File: src/rtl/report_monitor.sv
// -----------------------------------------------------------------------------
// report_monitor
//
// Hardware successor to the simulation-only report tasks. Each of NB_CHANNELS
// event sources may post one info/warning/error/fatal event per cycle. The
// block keeps saturating per-channel counters (info, warning, error) and
// saturating global warning/error totals. It raises a sticky fatal flag either
// on a fatal-level event or when the global error total reaches MAX_ERRORS.
// On request it streams one summary record per channel over a valid/ready
// handshake.
//
// Handshake: a record transfers on any rising edge where dump_valid and
// dump_ready are both 1. dump_valid never drops before its record has
// transferred. The record fields are live counter views of channel dump_chan,
// so they may change while dump_valid=1 and dump_ready=0. The consumer samples
// them at the transfer edge.
//
// Ports:
//   clk, rst_n   clock (rising edge) and asynchronous active-low reset
//   ev_valid     per-channel event strobe
//   ev_level     per-channel severity, slice [2c+1:2c]
//                (00 info, 01 warning, 10 error, 11 fatal)
//   clear        zero all counters; ignored while busy
//   dump_req     start a summary dump; ignored while busy
//   busy         dump in progress (mirrors the FSM state)
//   dump_valid   summary record valid
//   dump_ready   consumer accepts the current record
//   dump_chan    channel index of the record
//   dump_info/dump_warn/dump_err  counters of channel dump_chan
//   dump_last    record is channel NB_CHANNELS-1
//   total_warn   global warning total
//   total_err    global error total
//   fatal        sticky fatal flag
//   fatal_chan   lowest channel posting fatal in the first fatal cycle, or
//                NB_CHANNELS-1 when only the error limit fired
//   limit_hit    sticky, global error total reached MAX_ERRORS
// -----------------------------------------------------------------------------
module report_monitor #(
  parameter int NB_CHANNELS = 4,
  parameter int CHAN_WIDTH  = 2,
  parameter int CNT_WIDTH   = 16,
  parameter int MAX_ERRORS  = 8
) (
  input  logic                     clk,
  input  logic                     rst_n,
  input  logic [NB_CHANNELS-1:0]   ev_valid,
  input  logic [2*NB_CHANNELS-1:0] ev_level,
  input  logic                     clear,
  input  logic                     dump_req,
  output logic                     busy,
  output logic                     dump_valid,
  input  logic                     dump_ready,
  output logic [CHAN_WIDTH-1:0]    dump_chan,
  output logic [CNT_WIDTH-1:0]     dump_info,
  output logic [CNT_WIDTH-1:0]     dump_warn,
  output logic [CNT_WIDTH-1:0]     dump_err,
  output logic                     dump_last,
  output logic [CNT_WIDTH-1:0]     total_warn,
  output logic [CNT_WIDTH-1:0]     total_err,
  output logic                     fatal,
  output logic [CHAN_WIDTH-1:0]    fatal_chan,
  output logic                     limit_hit
);

  // Popcount width: enough for up to 64 channels (0..64 needs 7 bits).
  localparam int POP_W = 8;
  // Sums are formed one domain wider so saturation can be detected.
  localparam int SUM_W = CNT_WIDTH + POP_W;

  localparam logic [CHAN_WIDTH-1:0] LAST_CH   = CHAN_WIDTH'(NB_CHANNELS - 1);
  localparam logic [SUM_W-1:0]      CNT_MAX_W = {{POP_W{1'b0}}, {CNT_WIDTH{1'b1}}};
  localparam logic [SUM_W-1:0]      LIMIT_W   = SUM_W'(MAX_ERRORS);
  localparam bit                    LIMIT_EN  = (MAX_ERRORS != 0);

  localparam logic [2:0] LVL_INFO  = 3'd0;
  localparam logic [1:0] LVL_WARN  = 2'b01;
  localparam logic [1:0] LVL_ERR   = 2'b10;
  localparam logic [1:0] LVL_FATAL = 2'b11;

  typedef enum logic {
    IDLE = 1'b0,
    SEND = 1'b1
  } state_t;

  state_t state;

  // Per-channel counters
  logic [CNT_WIDTH-1:0] info_cnt [NB_CHANNELS];
  logic [CNT_WIDTH-1:0] warn_cnt [NB_CHANNELS];
  logic [CNT_WIDTH-1:0] err_cnt  [NB_CHANNELS];

  // Decoded event information for the current cycle
  logic [POP_W-1:0]      warn_pop;
  logic [POP_W-1:0]      err_pop;
  logic                  fatal_any;
  logic [CHAN_WIDTH-1:0] fatal_idx;
  logic [SUM_W-1:0]      warn_sum;
  logic [SUM_W-1:0]      err_sum;
  logic [CNT_WIDTH-1:0]  next_total_warn;
  logic [CNT_WIDTH-1:0]  next_total_err;
  logic                  limit_now;
  logic                  clear_now;

  // clear is only honoured while no dump is in flight; it also overrides any
  // event posted in the same cycle.
  assign clear_now = clear && (state == IDLE);

  // ---------------------------------------------------------------------------
  // Event decode: popcounts for the global totals and lowest fatal channel.
  // The channel loop runs from high to low so the lowest fatal index wins.
  // ---------------------------------------------------------------------------
  always_comb begin
    warn_pop  = '0;
    err_pop   = '0;
    fatal_any = 1'b0;
    fatal_idx = LAST_CH;
    for (int c = NB_CHANNELS - 1; c >= 0; c--) begin
      if (ev_valid[c]) begin
        case (ev_level[2*c +: 2])
          LVL_WARN:  warn_pop = warn_pop + POP_W'(1);
          LVL_ERR:   err_pop  = err_pop + POP_W'(1);
          LVL_FATAL: begin
            fatal_any = 1'b1;
            fatal_idx = CHAN_WIDTH'(c);
          end
          default: ;
        endcase
      end
    end
  end

  // Saturating global totals and error-limit detection on the updated total.
  always_comb begin
    warn_sum        = {{POP_W{1'b0}}, total_warn} + {{CNT_WIDTH{1'b0}}, warn_pop};
    err_sum         = {{POP_W{1'b0}}, total_err} + {{CNT_WIDTH{1'b0}}, err_pop};
    next_total_warn = (warn_sum > CNT_MAX_W) ? {CNT_WIDTH{1'b1}} : warn_sum[CNT_WIDTH-1:0];
    next_total_err  = (err_sum > CNT_MAX_W) ? {CNT_WIDTH{1'b1}} : err_sum[CNT_WIDTH-1:0];
    limit_now       = LIMIT_EN && !clear_now &&
                      ({{POP_W{1'b0}}, next_total_err} >= LIMIT_W);
  end

  // ---------------------------------------------------------------------------
  // Counters
  // ---------------------------------------------------------------------------
  always_ff @(posedge clk or negedge rst_n) begin
    if (!rst_n) begin
      for (int c = 0; c < NB_CHANNELS; c++) begin
        info_cnt[c] <= '0;
        warn_cnt[c] <= '0;
        err_cnt[c]  <= '0;
      end
      total_warn <= '0;
      total_err  <= '0;
    end else if (clear_now) begin
      for (int c = 0; c < NB_CHANNELS; c++) begin
        info_cnt[c] <= '0;
        warn_cnt[c] <= '0;
        err_cnt[c]  <= '0;
      end
      total_warn <= '0;
      total_err  <= '0;
    end else begin
      for (int c = 0; c < NB_CHANNELS; c++) begin
        if (ev_valid[c]) begin
          // Each counter holds at all-ones instead of wrapping.
          case (ev_level[2*c +: 2])
            LVL_INFO[1:0]: if (info_cnt[c] != {CNT_WIDTH{1'b1}})
                             info_cnt[c] <= info_cnt[c] + CNT_WIDTH'(1);
            LVL_WARN:      if (warn_cnt[c] != {CNT_WIDTH{1'b1}})
                             warn_cnt[c] <= warn_cnt[c] + CNT_WIDTH'(1);
            LVL_ERR:       if (err_cnt[c] != {CNT_WIDTH{1'b1}})
                             err_cnt[c] <= err_cnt[c] + CNT_WIDTH'(1);
            default: ;  // fatal events are flagged, not counted
          endcase
        end
      end
      total_warn <= next_total_warn;
      total_err  <= next_total_err;
    end
  end

  // ---------------------------------------------------------------------------
  // Sticky fatal / limit flags. Only the first fatal cycle records fatal_chan;
  // nothing but reset clears these. Events discarded by clear do not count.
  // ---------------------------------------------------------------------------
  always_ff @(posedge clk or negedge rst_n) begin
    if (!rst_n) begin
      fatal      <= 1'b0;
      fatal_chan <= '0;
      limit_hit  <= 1'b0;
    end else if (!clear_now) begin
      if (limit_now) begin
        limit_hit <= 1'b1;
      end
      if (!fatal && (fatal_any || limit_now)) begin
        fatal      <= 1'b1;
        fatal_chan <= fatal_any ? fatal_idx : LAST_CH;
      end
    end
  end

  // ---------------------------------------------------------------------------
  // Dump FSM. All control outputs are registered; busy and dump_valid are
  // both true exactly in SEND. dump_last is precomputed for the next record.
  // ---------------------------------------------------------------------------
  always_ff @(posedge clk or negedge rst_n) begin
    if (!rst_n) begin
      state      <= IDLE;
      busy       <= 1'b0;
      dump_valid <= 1'b0;
      dump_chan  <= '0;
      dump_last  <= 1'b0;
    end else begin
      case (state)
        IDLE: begin
          if (dump_req && !clear) begin
            state      <= SEND;
            busy       <= 1'b1;
            dump_valid <= 1'b1;
            dump_chan  <= '0;
            dump_last  <= (NB_CHANNELS == 1);
          end
        end
        SEND: begin
          if (dump_ready) begin
            if (dump_last) begin
              state      <= IDLE;
              busy       <= 1'b0;
              dump_valid <= 1'b0;
              dump_chan  <= '0;
              dump_last  <= 1'b0;
            end else begin
              dump_chan <= dump_chan + CHAN_WIDTH'(1);
              dump_last <= ((dump_chan + CHAN_WIDTH'(1)) == LAST_CH);
            end
          end
        end
        default: begin
          state      <= IDLE;
          busy       <= 1'b0;
          dump_valid <= 1'b0;
          dump_chan  <= '0;
          dump_last  <= 1'b0;
        end
      endcase
    end
  end

  // Live record view of the selected channel.
  assign dump_info = info_cnt[dump_chan];
  assign dump_warn = warn_cnt[dump_chan];
  assign dump_err  = err_cnt[dump_chan];

endmodule

File: config.mk
export PLATFORM = sky130hd
export DESIGN_NAME = report_monitor
export DESIGN_NICKNAME = d
export VERILOG_FILES = /design/src/rtl/report_monitor.sv
export SDC_FILE = /design/constraint.sdc
export NUM_CORES = 1
export LEC_CHECK = 0
export BUFFER_PORTS_ARGS = -buffer_cell sky130_fd_sc_hd__clkbuf_2
export CAP_MARGIN = 20
export CORE_MARGIN = 2
export CORE_UTILIZATION = 35
export CTS_CLUSTER_SIZE = 16
export DETAILED_ROUTE_END_ITERATION = 10
export REMOVE_ABC_BUFFERS = 1
export SLEW_MARGIN = 10
export SYNTH_ARGS = -nofsm -noshare
export SYNTH_HDL_FRONTEND = slang
export SYNTH_SLANG_ARGS = --single-unit
File: constraint.sdc
create_clock -name clk -period 3.5 [get_ports clk]
set_clock_uncertainty 0.2 [all_clocks]
set_input_delay 0.7 -clock clk [delete_from_list [all_inputs] [get_ports clk]]
set_output_delay 0.7 -clock clk [all_outputs]
set_load 0.01 [all_outputs]
Yosys cells after proc, flatten, opt, wreduce, memory -nomap -nowiden
Index checks and enable logic that the tools add are counted.
W data, S select, Z words.
- add/sub/neg operators: 21
- multipliers: 0
- div/mod/pow operators: 0
- $lt $le $gt $ge: 4
- eq/ne operators: 28
- shift operators: 0
- muxes and demuxes: 99
- bitwise operators: 3
- reductions and logical operators: 56
- operator list (cell ; count):
    $mux W16 ; 46
    $add A16 B1 Y16 const B ; 12
    $mux W64 ; 3
    $ne A16 B16 Y1 const B ; 12
    $mux W8 ; 14
    $bmux W16 S2 ; 3
    $reduce_bool A2 Y1 ; 28
    $add A8 B1 Y8 const B ; 6
    $reduce_and A3 Y1 ; 13
    $add A16 B8 Y17 ; 2
    $gt A17 B16 Y1 const B ; 2
    $mux W1 ; 21
    $eq A2 B2 Y1 const B ; 9
    $ge A16 B4 Y1 const B ; 1
    $mux W2 ; 8
    $eq A2 B1 Y1 const B ; 4
    $logic_not A2 Y1 ; 4
    $pmux W1 S2 ; 3
    $reduce_and A2 Y1 ; 3
    $logic_and A1 B1 Y1 ; 4
    $ne A2 B2 Y1 const B ; 2
    $pmux W2 S2 ; 1
    $ge A3 B3 Y1 const B ; 1
    $logic_not A1 Y1 ; 3
    5 further kinds ; 6
- flip-flop bits (word level): 233
- latch bits: 0
- bits in writable memories: 0
- memory bits (read-only): 0
- output and inout bits: 89
- word-level logic and storage cells: 232
- memories: 0

Depth between registers and ports, before layout
- depth in word-level cells: 20
- mapped depth: 19
- mapped depth without buffers: 19

Least setup slack after synthesis
OpenSTA, ideal clock, no wires.
- path type: input to register
- start point: in ev_level[7]
- end point: reg fatal_chan[0]
- setup time: 0.119 ns
- arrival time: 4.515 ns
- required time: 3.181 ns
- path slack: -1.333 ns
- stages on the path: 19
- path buffers: 0
- path through: nand2_1 -> or2_2 -> inv_1 -> ha_1 -> nand2_1 -> o21ai_0 -> ha_1 -> mux2_2 -> ha_1 -> mux2_2 -> inv_1 -> fa_1 -> and2b_4 -> o22ai_4 -> or4_4 -> mux2i_1 -> and4_4 -> nand3_2 -> o21a_1
- word-level cells in the longest chain between the ends: 20
- elaborated cells on any way between the ends: 30
- those cells by class: add/sub: 4; order compare: 2; eq/ne: 2; mux: 18; reduce/logical: 4
- RTL lines (what ; RTL line ; RTL):
    start: declaration ; 47 ; input logic [2*NB_CHANNELS-1:0] ev_level,
    $eq A2 B2 Y1 ; 119 ; case (ev_level[2*c +: 2])
    $mux W1 ; 119 ;
    $mux W8 ; 118 ; if (ev_valid[c]) begin
    $add A8 B1 Y8 ; 121 ; LVL_ERR: err_pop = err_pop + POP_W'(1);
    $mux W8 ; 119 ;
    $mux W8 ; 118 ;
    $add A8 B1 Y8 ; 121 ;
    $mux W8 ; 119 ;
    (+4 left out) ; -- ;
    $add A16 B8 Y17 ; 135 ; err_sum = {{POP_W{1'b0}}, total_err} + {{CNT_WIDTH{1'b0}}, err_pop};
    $gt A17 B16 Y1 ; 137 ; next_total_err = (err_sum > CNT_MAX_W) ? {CNT_WIDTH{1'b1}} : err_sum[CNT_WIDTH-1:0];
    $mux W16 ; 137 ;
    $ge A16 B4 Y1 ; 139 ; ({{POP_W{1'b0}}, next_total_err} >= LIMIT_W);
    $logic_and A1 B1 Y1 ; 138 ; limit_now = LIMIT_EN && !clear_now &&
    $logic_or A1 B1 Y1 ; 195 ; if (!fatal && (fatal_any || limit_now)) begin
    $logic_and A1 B1 Y1 ; 195 ;
    $reduce_and A2 Y1 (no source line) ; -- ;
    end signal: assignment ; 197 ; fatal_chan <= fatal_any ? fatal_idx : LAST_CH;
    end: declaration ; 61 ; output logic [CHAN_WIDTH-1:0] fatal_chan,
Parallel ways exist; a longest one is shown, timed or not.
A chain may end at the register's enable or synchronous reset.

Worst setup path after layout
Ends and elaborated chain as after synthesis.

==> results.yml <==
outcome:
  outcome: "finished with violations"
  failed_checks: "setup timing"
timing:
  rsz0062_at_grt: "true"
  period_share_pct: 117.7
  maxSlewViolCount: 0
  worst_pin_slew_ps: 758.0
  setup_ws_ps: -619.7
  setup_violations: 36
  timing.fmax_ghz: 0.2427
  fin_crit_ps: 4120
  max_slew_margin_pct: 49.47
  holdWs_ps: 235.2
  hold_violations: 0
  fin_setup_tns_ps: -7483
global_routing:
  grt_antenna_before_repair: 1
  grt_max_degree: 148
  grt_pass1_wl_mm: 56.82
  grt-ovfl-total: 0
  grt_pass1_vias: 10490
  track_usage_pct: 18.05
synth:
  ys_warn_count: 0
  synth_edf_count: 0
  synthArstFlopShare_pct: 100.0
  syn_avg_cell_area_um2: 9.862
  synth_seq_area_share_pct: 43.89
  synthCells: 1347
  ys_types: 64
  synth_seq_cells: 233
  ys.flop_type: "dfrtp_1"
  netlist_area_um2: 13280
power:
  combPwrFrac_pct: 24.1
  p_sw_share_pct: 32.89
  switchingPower_mw: 2.774
  ir_drop_mv: 0.4232
  clkPwrFrac_pct: 34.8
  p_per_area_nw_per_um2: 516.7
  pwr-share-seq_pct: 41.1
  finalPower_mw: 8.434
  intPower_mw: 5.659
  p_leak_nw: 7.396
critical_path:
  startpoint_type: "primary input"
  cp_max_fo: 4
  regToRegSetupSlack_ps: 610
  end_kind: "flip-flop"
  crit_type: "in -> reg"
  cp.required_ps: 3740
  critPathArrivalTime_ps: 4360
floorplan:
  die_height_um: 198.8
  die_area_um2: 39530
  fp.dieW_um: 198.8
  fp-row-count: 71
  ios: 106
  start_util_pct: 35.43
  core_um2: 37490
route:
  routed-via-count: 10670
  postRouteWirelength_mm: 35.35
  avgViaCountPerCell: 5.201
  ant_nets: 0
  drc: 0
  dr.pass1.iters: 4
  drt_iter0_markers: 567
  wl_per_cell_um: 17.23
placement:
  hpwl_mm: 25.04
  port_buffers: 105
  place_ws_ps: -1581
  gp_congestion: 0.8461
worst_hold_path:
  hold_path_class: "in -> reg"
cells_and_area:
  syn_to_final_growth_pct: 22.88
  fillers: 3603
  layout_common_cells: "dfrtp_1 (231), nor2_1 (214), xor2_1 (121)"
  final_common_cell: "dfrtp_1"
  drive_above_1_share_pct: 24.21
  layout.nets: 1567
  antennaDiodeCount: 0
clock_tree:
  clk_pin_slew_worst_paths_ps: 60
  clock_latency_ps: 550
  h-tree-depth: 1
  cts_tree: "yes"
  cts_sinks: 233
  root_buffer: "clkbuf_16"
  numCtsBuffers: 28
  clk_path_buf_depth: 3
run:
  maxCapViolCount: 0
-- flip-flops by register name (all words and copies together), names as in the netlist, 2 cells and up --
signal      count
warn_cnt       64
fatal_chan      2
info_cnt       64
dump_chan       2
err_cnt        64
total_warn     16
total_err      16
-- metal layers --
layer  wire length, µm  GRT usage (%)
met3              1642          3.154
met4               983          5.003
met1             15970          24.57
met2             16740          29.59
met5                13              0
-- final cells by class --
cell class	instances	area (µm²)	share of cell area, %
clock inverter	11	110.1	0.6745
clock buffer	39	813.3	4.982
timing repair buffer	199	1379	8.447
sequential	233	5836	35.75
tap	511	639.4	3.917
inverter	35	131.4	0.8048
multi-input combinational	1024	7415	45.42
-- final timing paths --
path	start	to	cells after the start
setup / recovery	ev_level[7]	fatal_chan[0]	20
max in group asynchronous	rst_n	err_cnt[37]	3
hold reg to reg	dump_last	state	1
hold / removal	dump_ready	state	2
min in group asynchronous	rst_n	total_warn[10]	2
setup reg to reg	total_err[0]	fatal_chan[0]	10
-- power by group through the flow --
| stage | Clock (mW) | Sequential [mW] | Combinational [mW] |
|---|---|---|---|
| final | 2.93 | 3.47 | 2.03 |
| after CTS | 3.00 | 3.46 | 2.06 |
| after global routing | 3.12 | 3.52 | 2.27 |
| after global placement | 0 | 3.50 | 1.95 |
| after floorplan | 0 | 3.49 | 1.15 |
| after detailed placement | 0 | 3.51 | 1.98 |
-- logic make-up after synthesis --
kind of cell | after synthesis | share of synthesized area [%]
AO/OA/AOI/OAI | 131 | 6.151
buffers and inverters | 90 | 2.618
XOR/XNOR | 181 | 11.93
multiplexers | 71 | 9.899
flip-flops | 233 | 43.89
AND/OR/NAND/NOR | 612 | 22.66
adder cells (fa/ha/maj) | 29 | 2.844
-- repair_timing --
| item | 4_1_cts | 5_1_grt |
|---|---|---|
| hold buffers | 1 | 0 |
| buffers inserted | 13 | 8 |
| gates resized for setup | 59 | 27 |
| endpoints found under the setup margin | 36 | 36 |
| hold endpoints to repair | 60 | 0 |
| gates cloned | 0 | 1 |
| pin swaps | 44 | 24 |
-- cell usage after synthesis, drive strengths merged (6+ instances only) --
cell | count | share of area [%]
dfrtp | 233 | 44
nor2 | 217 | 6.1
xor2 | 122 | 8.0
nand2 | 110 | 3.1
nand3 | 69 | 2.6
xnor2 | 59 | 3.9
a21oi | 57 | 2.2
nand4 | 54 | 2.5
clkbuf | 49 | 1.4
mux4 | 48 | 8.1
and3 | 36 | 1.7
inv | 35 | 0.99
o21ai | 30 | 1.1
ha | 27 | 2.5
or3 | 24 | 1.1
and2 | 20 | 0.94
mux2i | 20 | 1.5
nor3 | 19 | 0.75
and4 | 18 | 1.2
nor4 | 11 | 0.63
or2 | 9 | 0.42
a31oi | 7 | 0.44
nor2b | 7 | 0.33
a21o | 6 | 0.35
buf | 6 | 0.24
o31ai | 6 | 0.34
-- through the flow --
| stage | area, µm² | util [%] | std cells |
|---|---|---|---|
| after detailed placement | 14870 | 39.67 | 1982 |
| after global placement | 14870 | 39.67 | 1982 |
| after floorplan | 13070 | - | 1292 |
| after CTS | 16160 | 43.10 | 2045 |
| final | 16320 | 43.54 | 2052 |
| after global routing | 16320 | 43.54 | 2052 |
-- critical path: stages --
cell	delay, ps
buf_6	70
nand2_2	40
or2_4	260
inv_2	70
ha_4	190
nand2_2	60
o21ai_2	60
ha_1	290
mux2_4	290
ha_4	260
mux2_4	150
inv_2	40
fa_2	330
and2b_4	270
o22ai_4	80
or4_4	440
mux2i_1	190
and4_4	260
nand3_2	80
o21a_1	210
Power figures use the tool's default switching activity.
